**src/rtl/axi4_mid_read_arbiter.sv**
```systemverilog
// Round-robin arbiter sharing one AXI4 read master among NUM_REQ requesters.
// Issued bursts are tracked in an in-order FIFO so R beats route back to their owner.
module axi4_mid_read_arbiter #(
  parameter int unsigned NUM_REQ   = 4,
  parameter int unsigned OUT_DEPTH = 8
) (
  input  logic                        ap_clk,
  input  logic                        areset,
  input  logic [NUM_REQ-1:0]          req_arvalid,
  input  logic [NUM_REQ*64-1:0]       req_araddr,
  input  logic [NUM_REQ*8-1:0]        req_arlen,
  output logic [NUM_REQ-1:0]          req_arready,
  output logic [NUM_REQ-1:0]          req_rvalid,
  output logic [511:0]                req_rdata,
  output logic [1:0]                  req_rresp,
  output logic                        req_rlast,
  input  logic [NUM_REQ-1:0]          req_rready,
  output logic                        m_arvalid,
  output logic [63:0]                 m_araddr,
  output logic [7:0]                  m_arlen,
  output logic [2:0]                  m_arsize,
  output logic [1:0]                  m_arburst,
  output logic                        m_arid,
  input  logic                        m_arready,
  input  logic                        m_rvalid,
  input  logic [511:0]                m_rdata,
  input  logic [1:0]                  m_rresp,
  input  logic                        m_rlast,
  output logic                        m_rready,
  output logic [$clog2(OUT_DEPTH):0]  outstanding,
  output logic                        idle
);

  localparam int unsigned IdxW = $clog2(NUM_REQ);
  localparam int unsigned PtrW = $clog2(OUT_DEPTH);
  localparam int unsigned CntW = $clog2(OUT_DEPTH) + 1;

  localparam logic [0:0] StIdle  = 1'b0;
  localparam logic [0:0] StIssue = 1'b1;

  logic [0:0]      state_q, state_d;
  logic [IdxW-1:0] last_grant_q, last_grant_d;
  logic [IdxW-1:0] grant_q, grant_d;
  logic [63:0]     araddr_q, araddr_d;
  logic [7:0]      arlen_q, arlen_d;
  logic [IdxW-1:0] fifo_q [OUT_DEPTH];
  logic [IdxW-1:0] fifo_d [OUT_DEPTH];
  logic [PtrW-1:0] wr_ptr_q, wr_ptr_d;
  logic [PtrW-1:0] rd_ptr_q, rd_ptr_d;
  logic [CntW-1:0] count_q, count_d;

  logic            any_req;
  logic [IdxW-1:0] rr_idx;
  int unsigned     cand;
  int unsigned     sel;
  logic            grant_en;
  logic            fifo_full;
  logic            fifo_empty;
  logic            push;
  logic            pop;
  logic [IdxW-1:0] head;

  assign fifo_empty = (count_q == '0);
  assign fifo_full  = (count_q == CntW'(OUT_DEPTH));
  assign head       = fifo_q[rd_ptr_q];

  // Rotating priority search starting one past the last granted requester.
  always_comb begin
    any_req = 1'b0;
    rr_idx  = last_grant_q;
    cand    = 0;
    for (int unsigned k = 1; k <= NUM_REQ; k++) begin
      cand = (32'(last_grant_q) + k) % NUM_REQ;
      if (!any_req && req_arvalid[cand]) begin
        any_req = 1'b1;
        rr_idx  = IdxW'(cand);
      end
    end
  end

  assign grant_en = (state_q == StIdle) && any_req && !fifo_full && !areset;
  assign sel      = 32'(rr_idx);

  always_comb begin
    for (int i = 0; i < int'(NUM_REQ); i++) begin
      req_arready[i] = grant_en && (rr_idx == IdxW'(i));
    end
  end

  always_comb begin
    state_d      = state_q;
    grant_d      = grant_q;
    last_grant_d = last_grant_q;
    araddr_d     = araddr_q;
    arlen_d      = arlen_q;
    push         = 1'b0;
    case (state_q)
      StIdle: begin
        if (grant_en) begin
          grant_d  = rr_idx;
          araddr_d = req_araddr[64*sel +: 64];
          arlen_d  = req_arlen[8*sel +: 8];
          state_d  = StIssue;
        end
      end
      StIssue: begin
        if (m_arready) begin
          push         = 1'b1;
          last_grant_d = grant_q;
          state_d      = StIdle;
        end
      end
      default: state_d = StIdle;
    endcase
  end

  assign pop = !fifo_empty && m_rvalid && m_rready && m_rlast;

  always_comb begin
    fifo_d   = fifo_q;
    wr_ptr_d = wr_ptr_q;
    rd_ptr_d = rd_ptr_q;
    count_d  = count_q;
    if (push) begin
      fifo_d[wr_ptr_q] = grant_q;
      wr_ptr_d = (wr_ptr_q == PtrW'(OUT_DEPTH - 1)) ? '0 : wr_ptr_q + PtrW'(1);
    end
    if (pop) begin
      rd_ptr_d = (rd_ptr_q == PtrW'(OUT_DEPTH - 1)) ? '0 : rd_ptr_q + PtrW'(1);
    end
    if (push && !pop) begin
      count_d = count_q + CntW'(1);
    end else if (pop && !push) begin
      count_d = count_q - CntW'(1);
    end
  end

  // Beats go only to the owner of the oldest outstanding burst.
  always_comb begin
    req_rvalid = '0;
    m_rready   = 1'b0;
    if (!fifo_empty) begin
      m_rready = req_rready[head];
      for (int i = 0; i < int'(NUM_REQ); i++) begin
        req_rvalid[i] = m_rvalid && (head == IdxW'(i));
      end
    end
  end

  always_ff @(posedge ap_clk) begin
    if (areset) begin
      state_q      <= StIdle;
      last_grant_q <= IdxW'(NUM_REQ - 1);
      grant_q      <= '0;
      araddr_q     <= '0;
      arlen_q      <= '0;
      wr_ptr_q     <= '0;
      rd_ptr_q     <= '0;
      count_q      <= '0;
    end else begin
      state_q      <= state_d;
      last_grant_q <= last_grant_d;
      grant_q      <= grant_d;
      araddr_q     <= araddr_d;
      arlen_q      <= arlen_d;
      wr_ptr_q     <= wr_ptr_d;
      rd_ptr_q     <= rd_ptr_d;
      count_q      <= count_d;
    end
  end

  // Entries are only read while counted, so the storage needs no reset.
  always_ff @(posedge ap_clk) begin
    fifo_q <= fifo_d;
  end

  assign m_arvalid   = (state_q == StIssue);
  assign m_araddr    = araddr_q;
  assign m_arlen     = arlen_q;
  assign m_arsize    = 3'b110;
  assign m_arburst   = 2'b01;
  assign m_arid      = 1'b0;
  assign req_rdata   = m_rdata;
  assign req_rresp   = m_rresp;
  assign req_rlast   = m_rlast;
  assign outstanding = count_q;
  assign idle        = (state_q == StIdle) && fifo_empty;

endmodule

```
**config.mk**
```make
export PLATFORM = sky130hd
export DESIGN_NAME = axi4_mid_read_arbiter
export DESIGN_NICKNAME = d
export VERILOG_FILES = /design/src/rtl/axi4_mid_read_arbiter.sv
export SDC_FILE = /design/constraint.sdc
export NUM_CORES = 1
export LEC_CHECK = 0
export ABC_AREA = 0
export CELL_PAD_IN_SITES_DETAIL_PLACEMENT = 1
export CELL_PAD_IN_SITES_GLOBAL_PLACEMENT = 1
export CORE_AREA = 8 8 547 549
export DETAILED_ROUTE_END_ITERATION = 6
export DIE_AREA = 0 0 555 557
export HOLD_SLACK_MARGIN = 0.08
export PLACE_DENSITY = 0.32
export SETUP_SLACK_MARGIN = 0.05
export SLEW_MARGIN = 20
export SYNTH_ARGS = -nofsm -noshare
export SYNTH_HDL_FRONTEND = slang
export SYNTH_SLANG_ARGS = --single-unit
```
**constraint.sdc**
```tcl
create_clock -name ap_clk -period 3.6 [get_ports ap_clk]
set_input_delay 0.36 -clock ap_clk [delete_from_list [all_inputs] [get_ports ap_clk]]
set_output_delay 0.36 -clock ap_clk [all_outputs]
set_load 0.005 [all_outputs]
```
---- Word level (Yosys, flattened, before mapping) ----
Index checks and enable logic that the tools add are counted.
operators by class
  $add $sub $neg .......................... 8
  order comparisons ....................... 8
  equal/unequal tests ..................... 9
  shift operators ......................... 2
  mux-type cells .......................... 35
  bitwise gates (word level) .............. 3
  reduce and logical (&&, ||, !) cells .... 35
operators by type and width
  operator                                                               number
  256-bit by 9-bit indexed part select with 64-bit output                1
  32-bit by 6-bit indexed part select with 8-bit output                  1
  1-bit logical AND                                                      21
  16-bit bitwise mux                                                     1
  2-bit by 3-bit < comparator with 1-bit output, second input constant   5
  1-bit two-way mux                                                      14
  2-bit two-way mux                                                      7
  4-bit two-way mux                                                      3
  1-bit binary-select mux with 2-bit select                              5
  2-bit equality test, second input constant                             4
  4-bit >= comparator, second input constant                             2
  1-bit logical NOT                                                      8
  3-bit inverter with 4-bit output                                       2
  3-bit by 1-bit adder with 3-bit output, second input constant          2
  2-bit binary-select mux with 3-bit select                              1
  2-bit demux with 3-bit select                                          1
  3-bit equality test, second input constant                             2
  3-bit two-way mux                                                      2
  2-bit by 1-bit adder with 2-bit output, second input constant          2
  2-bit adder, second input constant                                     2
  4-bit by 1-bit adder with 4-bit output, second input constant          1
  2-bit by 1-bit equality test with 1-bit output, second input constant  2
  4-bit equality test, second input constant                             1
  2-bit logical NOT                                                      2
  other kinds (7)                                                        8
storage, ports and cells
  flip-flop bits (word level) ............. 103
  input bits .............................. 815
  output and inout port bits .............. 608

---- Longest topological paths before layout ----
  word-level depth ........................ 18
  gate-level depth with buffers ........... 13
  mapped depth without buffers ............ 12

---- Worst setup path before layout ----
Ideal clock, no wire load.
  path kind ............................... reg-to-reg
  start ................................... register rd_ptr_q[0]
  end ..................................... register count_q[3], in the netlist outstanding[3]
  library setup time ...................... 70 ps
  arrival ................................. 3197 ps
  data required time ...................... 3530 ps
  slack ................................... 332 ps
  cell stages (with the launch flop) ...... 14
  buffers on the path ..................... 1
  clock period less this slack ............ 3268 ps
  cell sequence ........................... dfxtp_1 -> buf_6 -> mux4_2 -> mux2_4 -> mux4_2 -> nand4_4 -> ha_1 -> inv_1 -> ha_1 -> a21o_1 -> a21oi_1 -> xnor2_1 -> or3_1 -> a21oi_1
on the way
  word-level cells in the longest chain between the ends .. 12
  elaborated cells on any way between the ends .. 14
  those cells by class .................... mux: 7; bitwise: 1; reduce/logical: 6
RTL lines
  item                                                            line  source
  from (decl)                                                     49    logic [PtrW-1:0] rd_ptr_q, rd_ptr_d;
  from (signal assigned)                                          167   rd_ptr_q <= rd_ptr_d;
  3-bit inverter with 4-bit output (not written as such) *        65    assign head = fifo_q[rd_ptr_q];
  2-bit binary-select mux with 3-bit select *                     65
  2-bit two-way mux (not written as such) * (2 in a row)          65
  1-bit binary-select mux with 2-bit select *                     143   m_rready = req_rready[head];
  1-bit two-way mux (not written as such) *                       143
  1-bit two-way mux *                                             142   if (!fifo_empty) begin
  1-bit logical AND * (2 in a row)                                117   assign pop = !fifo_empty && m_rvalid && m_rready && m_rlast;
  1-bit logical NOT                                               131   if (push && !pop) begin
  1-bit logical AND                                               131
  4-bit two-way mux / 2-bit nonzero test (equally long branches)  -
  to (signal assigned)                                            168   count_q <= count_d;
  to (decl)                                                       50    logic [CntW-1:0] count_q, count_d;
Every way passes the cells marked *; elsewhere a longest branch is shown, timed or not. The select of a mux whose other input is x is not followed.
A chain may end at the register's enable or synchronous reset.

---- Worst setup path in the final report ----
Same ends and word-level chain as after synthesis.

==> summary.txt <==
Status
  – Status: complete, but fails checks
  – Failing checks: design-rule violations

CTS
  – Worst-path clk slew: 0.12 ns
  – Post-CTS Setup Bufs: 0
  – Clk root buf: clkbuf_16
  – Num Clock Sinks: approximately 100
  – CTS hold repair buffers: 0
  – Num CTS Buffers: 9
  – Skew-Pair Late Insertion Delay: 0.45 ns
  – Max Buffers Root-to-Sink: 2
  – Post-CTS sizing: 1
  – H-tree levels: 3
  – CTS tree: done

Synthesis
  – Synth unique cells: approximately 50
  – Syn_area_per_cell: about 8.1 um2
  – Yosys Warn Count: 0
  – EDFF count, synth: 16
  – Post-Syn Instances: 1209
  – Main synth FF type: dfxtp_1
  – Seq cells post-synth: around 100
  – Async S/R FF share, synth: 0
  – Syn Std Cell Area: just under 10000 um2
  – Post-synthesis sequential area ratio: 0.227

Placement
  – Placed cell areas: about 15000 um2
  – Final HPWL DP: between 150 and 200 mm
  – Port buffer count: just under 400
  – GPL Wtd Cong: 0.705
  – Placed Cells incl. Taps: roughly 5000

Route
  – Via count: around 9000
  – DRT antenna net count: 0
  – Residual DRC: 2
  – WL/cell: about 34 um
  – Routed WL: ~170 mm
  – Iteration-0 DRC Markers: 572
  – Vias per cell: between 1.5 and 2
  – DRT Pass-1 Iters: 7

Floorplanning
  – Total core area: 290000 um2
  – Rows: 198
  – Die area: 309000 um2
  – Initial Utilization: 0.0338
  – Chip Height: approximately 560 um
  – Die Wd: between 500 and 600 um
  – # IOs: around 1400

Finish
  – Area growth from synthesis to layout: 54.9%
  – Share of cells above drive strength 1: 0.0911
  – Final std cells w/o fill: 4988
  – Most common cell after layout, fill and taps aside: clkdlybuf4s50_1
  – Nets: 1883
  – Fillers: 34600
  – Final instance area: roughly 15000 um2
  – Most frequent cells in the layout: clkdlybuf4s50_1 (386), nand2_1 (152), dfxtp_1 (86)

Global route
  – First-pass GRT wire length: between 150 and 200 mm
  – Global routing's busiest layer: met3
  – Largest net degree at the start of global routing: 75
  – Grt ovf: 0
  – Met3 Usage GRT: 0.163
  – Met1 GRT Util: 0.0601
  – Total Routing Usage GR: 0.104
  – Grt met2 use: 0.157
  – Vias in the first global route: roughly 9200
  – Initial antenna violation count: slightly below 100

Timing
  – FMAX: just under 300 MHz
  – Clock skew: a little under 0.03 ns
  – Min Hold Slack: around 0.47 ns
  – Slew Viols, Final: 0
  – # setup viols final: 0
  – Slew HR: 0.369
  – Final Cycle Share: 0.935
  – RSZ-0062 raised after global routing: no
  – Tightest Pin Transition: around 0.95 ns
  – Final hold vios: 0
  – Post-route minimum period: around 3.4 ns
  – Fin Setup TNS: 0 ns

Critical path
  – Reg2reg start: rd_ptr_q[0]
  – Reg-to-reg endpoint: outstanding[3]
  – Setup CP Type: flop to flop
  – Worst EP arrival: 3.75 ns
  – Crit path max fanout: 7
  – Setup crit end kind: flop
  – Req. time, crit path: about 4.0 ns
  – Crit path launch type: flop
  – Depth of the most critical reg-to-reg path: 12
  – R2R Setup Slk: 0.23 ns

Worst hold path
  – Worst hold path startpoint: m_araddr[2]
  – Worst min path class: flop to flop
  – Hold-critical path depth: 2
  – Hold Crit Endpoint: m_araddr[2]

Pwr
  – Pwr/cell area: between 200 and 300 nW/um2
  – Total power: between 4000 and 5000 uW
  – Max IR drop VDD: around 0.23 mV
  – Leakage: just under 0.004 uW

Flow run
  – Max Cap Viol: 0
[cell families (layout without fill, tap and decap cells)]
family,Yosys count,after routing,share of synthesized area
and+or+nand+nor,254,254,0.121
DFF,103,103,0.227
other,2,29,0.000767
AOI/OAI and AO/OA,201,201,0.151
buffers and inverters,592,444,0.430
adders and majority gates,8,8,0.0110
xor gates and xnor gates,3,3,0.00268
muxes,46,46,0.0571
[layer usage]
layer | vias to the layer above | wire length (um) | part of all wire
li1 | 3357 | - | -
met1 | 3862 | 33300 | 0.20
met2 | 1136 | 71400 | 0.42
met3 | 402 | 56900 | 0.34
met4 | 70 | 6730 | 0.040
met5 | - | 483 | 0.0029
[where the power goes]
group | internal, uW | leakage, uW | switching, uW
logic | 847 | 0.00289 | 912
clock network | 506 | 0.000150 | 798
registers | 1290 | 0.000861 | 98.0
total | 2640 | 0.00390 | 1810
[cells in the mapped netlist (all sizes together) (7+ instances only)]
master	instances	area, um2
a311o	37	370
nand2	153	574
clkbuf	46	183
buf	542	4020
a211oi	38	285
ha	7	87.6
nor2	21	86.3
nor3	9	45.0
edfxtp	16	480
mux2	36	409
dfxtp	87	1740
and3	40	250
a222oi	35	350
nand2b	8	50.1
a21oi	82	410
[through the flow]
step	util	setup slack, ns
3_3_place_gp	0.0510	0.0710
3_5_place_dp	0.0510	0.154
5_1_grt	0.0521	0.0564
6_report	0.0523	0.233
2_1_floorplan	-	0.332
4_1_cts	0.0521	0.124
[critical path, cell delays in order (launching register included)]
cell	delay [ns]
dfxtp_2	0.39
mux4_2	0.53
mux2_4	0.31
mux4_2	0.47
nand4_4	0.16
ha_1	0.21
inv_1	0.09
ha_1	0.28
a21o_1	0.19
a21oi_1	0.17
xnor2_1	0.09
or3_1	0.31
a21oi_1	0.14
[worst max-delay path by stage]
stage | startpoint | endpoint | slack [ns] | cells after the start
finish | rd_ptr_q[0] | outstanding[3] | 0.23 | 12
global placement | rd_ptr_q[0] | outstanding[3] | 0.07 | 12
CTS | last_grant_q[0] | req_arready[0] | 0.12 | 5
global route | rd_ptr_q[0] | outstanding[3] | 0.06 | 12
floorplan | rd_ptr_q[0] | outstanding[3] | 0.33 | 13
detailed placement | rd_ptr_q[0] | outstanding[3] | 0.15 | 12
[layout make-up]
cell class	count	area [um2]	area share
diodes	23	57.6	0.00379
clock buffers	9	225	0.0148
repair buffers	424	4250	0.280
inverters	4	15.0	0.000990
multi-input cells	518	3440	0.227
well taps	3900	4880	0.322
clock inverters	7	81.3	0.00536
flip-flops and latches	103	2220	0.147
[flip-flops by register name, summed over array words and instances (netlist names)]
| signal | count |
|---|---|
| last_grant_q | 2 |
| m_araddr | 64 |
| m_arvalid | 1 |
| rd_ptr_q | 3 |
| outstanding | 4 |
| fifo_q | 16 |
| wr_ptr_q | 3 |
| m_arlen | 8 |
| grant_q | 2 |
(Power assumes the default switching activity.)
